`config.mk`:
```
export PLATFORM = sky130hd
export DESIGN_NAME = md5_iter_core
export DESIGN_NICKNAME = d
export VERILOG_FILES = /design/src/rtl/md5_pkg.sv /design/src/rtl/md5_step.sv /design/src/rtl/md5_iter_core.sv
export SDC_FILE = /design/constraint.sdc
export NUM_CORES = 2
export LEC_CHECK = 0
export CAP_MARGIN = 20
export CORE_ASPECT_RATIO = 1.1
export CORE_UTILIZATION = 60
export CTS_CLUSTER_SIZE = 30
export DETAILED_ROUTE_END_ITERATION = 10
export MAX_ROUTING_LAYER = met4
export PLACE_DENSITY = 0.86
export SKIP_LAST_GASP = 1
export SLEW_MARGIN = 25
export SYNTH_ARGS = -nofsm -noshare
export SYNTH_HDL_FRONTEND = slang
export SYNTH_SLANG_ARGS = --single-unit
```
`constraint.sdc`:
```
create_clock -name clk_i -period 31 [get_ports clk_i]
set_clock_uncertainty 0.15 [all_clocks]
set_input_delay 6.2 -clock clk_i [delete_from_list [all_inputs] [get_ports clk_i]]
set_output_delay 6.2 -clock clk_i [all_outputs]
set_load 0.02 [all_outputs]
```
`src/rtl/md5_pkg.sv`:
```
// MD5 constants, round helpers and shared types for the iterative compression core.
// Pure definitions: no latency and no flow control.
package md5_pkg;

  typedef logic [31:0] md5_word_t;

  typedef enum logic [1:0] {
    IDLE = 2'd0,
    RUN  = 2'd1,
    ADD  = 2'd2
  } state_t;

  localparam md5_word_t IV_A = 32'h67452301;
  localparam md5_word_t IV_B = 32'hefcdab89;
  localparam md5_word_t IV_C = 32'h98badcfe;
  localparam md5_word_t IV_D = 32'h10325476;
  localparam logic [127:0] IV = {IV_A, IV_B, IV_C, IV_D};

  localparam md5_word_t K [0:63] = '{
    32'hd76aa478, 32'he8c7b756, 32'h242070db, 32'hc1bdceee,
    32'hf57c0faf, 32'h4787c62a, 32'ha8304613, 32'hfd469501,
    32'h698098d8, 32'h8b44f7af, 32'hffff5bb1, 32'h895cd7be,
    32'h6b901122, 32'hfd987193, 32'ha679438e, 32'h49b40821,
    32'hf61e2562, 32'hc040b340, 32'h265e5a51, 32'he9b6c7aa,
    32'hd62f105d, 32'h02441453, 32'hd8a1e681, 32'he7d3fbc8,
    32'h21e1cde6, 32'hc33707d6, 32'hf4d50d87, 32'h455a14ed,
    32'ha9e3e905, 32'hfcefa3f8, 32'h676f02d9, 32'h8d2a4c8a,
    32'hfffa3942, 32'h8771f681, 32'h6d9d6122, 32'hfde5380c,
    32'ha4beea44, 32'h4bdecfa9, 32'hf6bb4b60, 32'hbebfbc70,
    32'h289b7ec6, 32'heaa127fa, 32'hd4ef3085, 32'h04881d05,
    32'hd9d4d039, 32'he6db99e5, 32'h1fa27cf8, 32'hc4ac5665,
    32'hf4292244, 32'h432aff97, 32'hab9423a7, 32'hfc93a039,
    32'h655b59c3, 32'h8f0ccc92, 32'hffeff47d, 32'h85845dd1,
    32'h6fa87e4f, 32'hfe2ce6e0, 32'ha3014314, 32'h4e0811a1,
    32'hf7537e82, 32'hbd3af235, 32'h2ad7d2bb, 32'heb86d391
  };

  localparam logic [4:0] S [0:63] = '{
    5'd7, 5'd12, 5'd17, 5'd22, 5'd7, 5'd12, 5'd17, 5'd22,
    5'd7, 5'd12, 5'd17, 5'd22, 5'd7, 5'd12, 5'd17, 5'd22,
    5'd5, 5'd9,  5'd14, 5'd20, 5'd5, 5'd9,  5'd14, 5'd20,
    5'd5, 5'd9,  5'd14, 5'd20, 5'd5, 5'd9,  5'd14, 5'd20,
    5'd4, 5'd11, 5'd16, 5'd23, 5'd4, 5'd11, 5'd16, 5'd23,
    5'd4, 5'd11, 5'd16, 5'd23, 5'd4, 5'd11, 5'd16, 5'd23,
    5'd6, 5'd10, 5'd15, 5'd21, 5'd6, 5'd10, 5'd15, 5'd21,
    5'd6, 5'd10, 5'd15, 5'd21, 5'd6, 5'd10, 5'd15, 5'd21
  };

  // Message word index g(i); arithmetic is naturally mod 16 at 4-bit width.
  function automatic logic [3:0] msg_idx(input logic [5:0] i);
    logic [3:0] x;
    logic [3:0] g;
    x = i[3:0];
    unique case (i[5:4])
      2'd0:    g = x;
      2'd1:    g = x * 4'd5 + 4'd1;
      2'd2:    g = x * 4'd3 + 4'd5;
      default: g = x * 4'd7;
    endcase
    return g;
  endfunction

  function automatic md5_word_t round_fn(input logic [1:0] sel, input md5_word_t b,
                                         input md5_word_t c, input md5_word_t d);
    md5_word_t f;
    unique case (sel)
      2'd0:    f = (b & c) | (~b & d);
      2'd1:    f = (b & d) | (c & ~d);
      2'd2:    f = b ^ c ^ d;
      default: f = c ^ (b | ~d);
    endcase
    return f;
  endfunction

  function automatic md5_word_t bswap(input md5_word_t w);
    return {w[7:0], w[15:8], w[23:16], w[31:24]};
  endfunction

endpackage

```
`src/rtl/md5_step.sv`:
```
// One combinational MD5 step: rotates the A..D state by one position.
// Zero latency; no flow control.
module md5_step
  import md5_pkg::*;
(
  input  md5_word_t  a_i,
  input  md5_word_t  b_i,
  input  md5_word_t  c_i,
  input  md5_word_t  d_i,
  input  md5_word_t  m_i,
  input  md5_word_t  k_i,
  input  logic [4:0] s_i,
  input  logic [1:0] sel_i,
  output md5_word_t  a_o,
  output md5_word_t  b_o,
  output md5_word_t  c_o,
  output md5_word_t  d_o
);

  md5_word_t sum;
  md5_word_t rot;

  always_comb begin
    sum = a_i + round_fn(sel_i, b_i, c_i, d_i) + k_i + m_i;
    rot = (sum << s_i) | (sum >> (6'd32 - {1'b0, s_i}));
  end

  assign a_o = d_i;
  assign b_o = b_i + rot;
  assign c_o = b_i;
  assign d_o = c_i;

endmodule

```
`src/rtl/md5_iter_core.sv`:
```
// Iterative MD5 compression: UNROLL steps per cycle, chaining H across blocks of a message.
// Digest pulse NSTEP_CYC+2 cycles after acceptance; ready is low while a block is in flight.
module md5_iter_core
  import md5_pkg::*;
#(
  parameter int UNROLL = 1
) (
  input  logic          clk_i,
  input  logic          rst_i,
  input  logic          blk_valid_i,
  output logic          blk_ready_o,
  input  logic [511:0]  blk_i,
  input  logic          blk_first_i,
  input  logic          blk_last_i,
  output logic          digest_valid_o,
  output logic [127:0]  digest_o,
  output logic          busy_o
);

  localparam int NSTEP_CYC = 64 / UNROLL;
  localparam logic [5:0] LAST_GRP = 6'(64 - UNROLL);

  if (!(UNROLL == 1 || UNROLL == 2 || UNROLL == 4 || UNROLL == 8 || UNROLL == 16)) begin : g_bad_unroll
    $error("md5_iter_core: UNROLL must be 1, 2, 4, 8 or 16");
  end

  state_t         state_q, state_d;
  logic [5:0]     cnt_q, cnt_d;
  logic [511:0]   blk_q, blk_d;
  logic           last_q, last_d;
  md5_word_t      a_q, b_q, c_q, d_q;
  md5_word_t      a_d, b_d, c_d, d_d;
  logic [127:0]   h_q, h_d;
  logic [127:0]   digest_q, digest_d;
  logic           dvld_q, dvld_d;
  logic [127:0]   h_sum;

  md5_word_t ca [UNROLL+1];
  md5_word_t cb [UNROLL+1];
  md5_word_t cc [UNROLL+1];
  md5_word_t cd [UNROLL+1];

  assign ca[0] = a_q;
  assign cb[0] = b_q;
  assign cc[0] = c_q;
  assign cd[0] = d_q;

  // cnt_q is always a multiple of UNROLL, so idx never exceeds 63.
  for (genvar u = 0; u < UNROLL; u++) begin : g_step
    logic [5:0] idx;
    logic [3:0] g;
    md5_word_t  m;
    assign idx = cnt_q + 6'(u);
    assign g   = msg_idx(idx);
    assign m   = blk_q[{g, 5'b0} +: 32];

    md5_step u_step (
      .a_i   (ca[u]),
      .b_i   (cb[u]),
      .c_i   (cc[u]),
      .d_i   (cd[u]),
      .m_i   (m),
      .k_i   (K[idx]),
      .s_i   (S[idx]),
      .sel_i (idx[5:4]),
      .a_o   (ca[u+1]),
      .b_o   (cb[u+1]),
      .c_o   (cc[u+1]),
      .d_o   (cd[u+1])
    );
  end

  assign h_sum = {h_q[127:96] + a_q, h_q[95:64] + b_q, h_q[63:32] + c_q, h_q[31:0] + d_q};

  always_comb begin
    state_d  = state_q;
    cnt_d    = cnt_q;
    blk_d    = blk_q;
    last_d   = last_q;
    a_d      = a_q;
    b_d      = b_q;
    c_d      = c_q;
    d_d      = d_q;
    h_d      = h_q;
    digest_d = digest_q;
    dvld_d   = 1'b0;
    unique case (state_q)
      IDLE: begin
        if (blk_valid_i) begin
          blk_d  = blk_i;
          last_d = blk_last_i;
          cnt_d  = '0;
          if (blk_first_i) begin
            {a_d, b_d, c_d, d_d} = IV;
            h_d = IV;
          end else begin
            {a_d, b_d, c_d, d_d} = h_q;
          end
          state_d = RUN;
        end
      end
      RUN: begin
        a_d = ca[UNROLL];
        b_d = cb[UNROLL];
        c_d = cc[UNROLL];
        d_d = cd[UNROLL];
        // The counter parks on the last group so it never reaches 64.
        if (cnt_q == LAST_GRP) begin
          state_d = ADD;
        end else begin
          cnt_d = cnt_q + 6'(UNROLL);
        end
      end
      ADD: begin
        h_d   = h_sum;
        cnt_d = '0;
        if (last_q) begin
          digest_d = {bswap(h_sum[127:96]), bswap(h_sum[95:64]),
                      bswap(h_sum[63:32]), bswap(h_sum[31:0])};
          dvld_d   = 1'b1;
        end
        state_d = IDLE;
      end
      default: state_d = IDLE;
    endcase
  end

  always_ff @(posedge clk_i) begin
    if (rst_i) begin
      state_q  <= IDLE;
      cnt_q    <= '0;
      blk_q    <= '0;
      last_q   <= 1'b0;
      a_q      <= IV_A;
      b_q      <= IV_B;
      c_q      <= IV_C;
      d_q      <= IV_D;
      h_q      <= IV;
      digest_q <= '0;
      dvld_q   <= 1'b0;
    end else begin
      state_q  <= state_d;
      cnt_q    <= cnt_d;
      blk_q    <= blk_d;
      last_q   <= last_d;
      a_q      <= a_d;
      b_q      <= b_d;
      c_q      <= c_d;
      d_q      <= d_d;
      h_q      <= h_d;
      digest_q <= digest_d;
      dvld_q   <= dvld_d;
    end
  end

  assign blk_ready_o    = (state_q == IDLE);
  assign busy_o         = (state_q != IDLE);
  assign digest_valid_o = dvld_q;
  assign digest_o       = digest_q;

endmodule

```
==> impl_metrics.py <==
metrics = {
    "clock_tree": {
        "cts_tree": "built",
        "cts_resized": 0,
        "htreeDepth": 3,
        "path_clk_slew_ns": 0.06,
        "cts_sinks": 906,
        "numCtsBuffers": 91,
        "cts_max_path_buffers": 3,
        "postCtsHoldBufs": 0,
        "clockRootBuffer": "clkbuf_16",
        "clock_latency_ns": 0.70,
        "postCtsSetupRepairBufs": 0,
    },
    "routing": {
        "final_antenna_net_count": 0,
        "drt_iter0_drc": 8199,
        "post-route-drc-count": 0,
        "wire_per_inst_um": 27.1,
        "drt-total-wl_mm": 236,
        "vias_per_cell": 6.75,
        "firstDrtPassIters": 9,
        "num_vias": 58800,
    },
    "synth": {
        "async_reset_ff_share_pct": 0,
        "synth-seq-cells": 906,
        "yosys_most_used_dff": "dfxtp_1",
        "postSynthAreaPerCell_um2": 7.70,
        "yosys.cell_types.count": 89,
        "ys_warn_count": 0,
        "ys_seq_area_share_pct": 32.7,
        "syn_area_mm2": 0.0555,
        "synthCells": 7202,
        "synth_edf_count": 0,
        "synth_nets": 8012,
    },
    "setup_path": {
        "required_ns": 31.38,
        "crit_path_end_kind": "flip-flop",
        "critPathTopFamily": "compound AO/OA/AOI/OAI gates",
        "start_kind": "flip-flop",
        "path_max_fanout": 38,
        "critPathSlowestCell": "ha_1",
        "cp_num_buf_inv": 4,
        "critPathArrivalTime_ns": 13.68,
        "criticalPathCategory": "reg2reg",
        "worst_path_largest_cell_delay_ns": 0.83,
    },
    "die": {
        "num_io_pins": 648,
        "die_w_um": 292,
        "fp.coreArea_mm2": 0.0913,
        "num_rows": 116,
        "die_h_um": 321,
        "dieArea_mm2": 0.0936,
        "start_util_pct": 60.7,
    },
    "global_routing": {
        "grt_pass1_vias": 55200,
        "grt-ovfl-total": 0,
        "antenna_found_initial": 17,
        "grtUsageTotal_pct": 50.1,
        "grt_pass1_wl_mm": 345,
        "grt_max_degree": 231,
    },
    "timing": {
        "clock.fmax_ghz": 0.0751,
        "maxSlewHeadroom_pct": 20.0,
        "period_needed_ns": 13.31,
        "worst_slew_pin_slew_ns": 1.20,
        "hold_violations": 0,
        "report.final.slew_viol_count": 0,
        "finalSetupTns_ns": 0,
        "post-route-period-util_pct": 42.9,
        "setup-violations-final": 0,
        "rsz0062_at_grt": "no",
    },
    "cells_and_area": {
        "final_common_cell": "nand2_1",
        "drive_above_1_share_pct": 5.73,
        "nets": 8264,
        "final_cell_mix": "1,665 x nand2_1, 967 x a21oi_1, 902 x dfxtp_1",
        "syn_to_final_growth_pct": 17.8,
        "stdcell_area_mm2": 0.0653,
    },
    "pwr": {
        "vdd_drop_max_mv": 0.0578,
        "pwr_density_cell_mw_per_mm2": 79.1,
        "power_leakage_nw": 25.1,
    },
    "placed_design": {
        "port_buffers": 647,
        "place_congestion": 1.13,
        "placed_area_mm2": 0.0621,
        "place_hpwl_mm": 172,
    },
    "outcome": {
        "status": "complete, no violations",
    },
    "worst_hold_path": {
        "min_path_type": "reg2reg",
    },
    "flow_run": {
        "maxCapViolCount": 0,
    },
}
==> report_power, final <==
group	internal [mW]	switching [mW]	leakage (nW)
combinational	0.979	1.64	16.2
sequential	1.23	0.114	7.41
clock	0.692	0.512	1.55
total	2.90	2.27	25.1
==> worst min-delay path: stages (launching register included) <==
cell and delay, ns:
dfxtp_1 0.30, nand2_1 0.05, a21oi_1 0.05
==> synthesized netlist by cell type, types with 15 or more instances <==
| cell | n | share of area, % |
|---|---|---|
| o21a_1 | 41 | 0.56 |
| nand2b_1 | 42 | 0.47 |
| clkbuf_1 | 499 | 3.4 |
| ha_1 | 221 | 5.0 |
| mux2i_1 | 103 | 1.9 |
| fa_1 | 72 | 2.6 |
| o21bai_1 | 26 | 0.35 |
| xnor2_1 | 118 | 1.9 |
| nor2_1 | 502 | 3.4 |
| inv_1 | 134 | 0.91 |
| nand2_1 | 1667 | 11 |
| xor2_1 | 97 | 1.5 |
| o31ai_1 | 16 | 0.22 |
| dfxtp_1 | 906 | 33 |
| nor3_1 | 252 | 2.3 |
| a21o_1 | 67 | 0.91 |
| o211ai_1 | 49 | 0.66 |
| and3_1 | 84 | 0.95 |
| a22o_1 | 15 | 0.24 |
| o311ai_0 | 64 | 1.0 |
| or3_1 | 27 | 0.30 |
| nor2b_1 | 55 | 0.62 |
| a21oi_1 | 968 | 8.7 |
| mux2_2 | 20 | 0.41 |
| and2_1 | 24 | 0.27 |
| o221ai_1 | 16 | 0.25 |
| a31oi_1 | 65 | 0.73 |
| a211o_1 | 17 | 0.27 |
| a211oi_1 | 164 | 2.2 |
| mux4_2 | 142 | 5.8 |
| buf_1 | 53 | 0.36 |
| nand3_1 | 73 | 0.66 |
| a221oi_1 | 16 | 0.25 |
| o22ai_1 | 57 | 0.64 |
| a22oi_1 | 81 | 1.1 |
| o21ai_0 | 241 | 2.2 |
==> area by class of cell <==
| class | count | area (um^2) |
|---|---|---|
| clock buffers | 125 | 2610 |
| diodes | 16 | 40.0 |
| well taps | 1180 | 1480 |
| fillers | 7062 | 26000 |
| repair buffers | 721 | 7120 |
| inverters | 137 | 515 |
| multi-input cells | 5597 | 34800 |
| flip-flops and latches | 906 | 18100 |
| clock inverters | 37 | 576 |
==> final timing paths <==
kind                                   end  cells past startpoint       start  slack [ns]
worst min register to register  blk_q[137]                      2  blk_q[137]        0.30
worst max register to register     b_q[31]                     39    cnt_q[0]       17.69
worst max-delay path               b_q[31]                     39    cnt_q[0]       17.69
worst min-delay path            blk_q[137]                      2  blk_q[137]        0.30
==> per-stage QoR <==
step | instances | power, mW | utilization (%) | worst slack, ns | hold slack [ns]
2_1_floorplan | 7202 | 3.04 | - | 19.32 | 0.283
3_3_place_gp | 8541 | 3.83 | 68.0 | 18.33 | 0.288
3_5_place_dp | 8541 | 3.86 | 68.0 | 18.18 | 0.293
4_1_cts | 8703 | 5.05 | 71.5 | 18.13 | 0.302
5_1_grt | 8719 | 5.37 | 71.5 | 17.06 | 0.314
6_report | 8719 | 5.16 | 71.5 | 17.69 | 0.303
==> per-layer routing <==
metal / track usage [%] / up-vias / wire (um)
li1: - / 25900 / -
met1: 56.9 / 27600 / 81100
met2: 75.0 / 4179 / 104000
met3: 9.75 / 1152 / 25200
met4: 45.5 / 0 / 25800
met5: - / - / 0
==> flip-flops by register name, summed over array words and instances, names as in the netlist, 2 cells and up <==
name and cells:
blk_q 512, c_q 32, state_q 2, b_q 32
cnt_q 6, a_q 32, d_q 32, h_q 128
digest_o 128
==> cell families (layout without fill, tap and decap cells) <==
group                    after synthesis  after routing  share of synthesized area, %
AND/OR/NAND/NOR                     2790           2790                          21.1
AO/OA/AOI/OAI                       2033           2033                          22.4
flip-flops                           906            906                          32.7
buffers and inverters                699           1020                          4.76
adder cells (fa/ha/maj)              293            293                          7.59
multiplexers                         265            265                          8.03
XOR/XNOR                             216            216                          3.44
other                                  0             16                             0
Power figures use the tool's default switching activity.
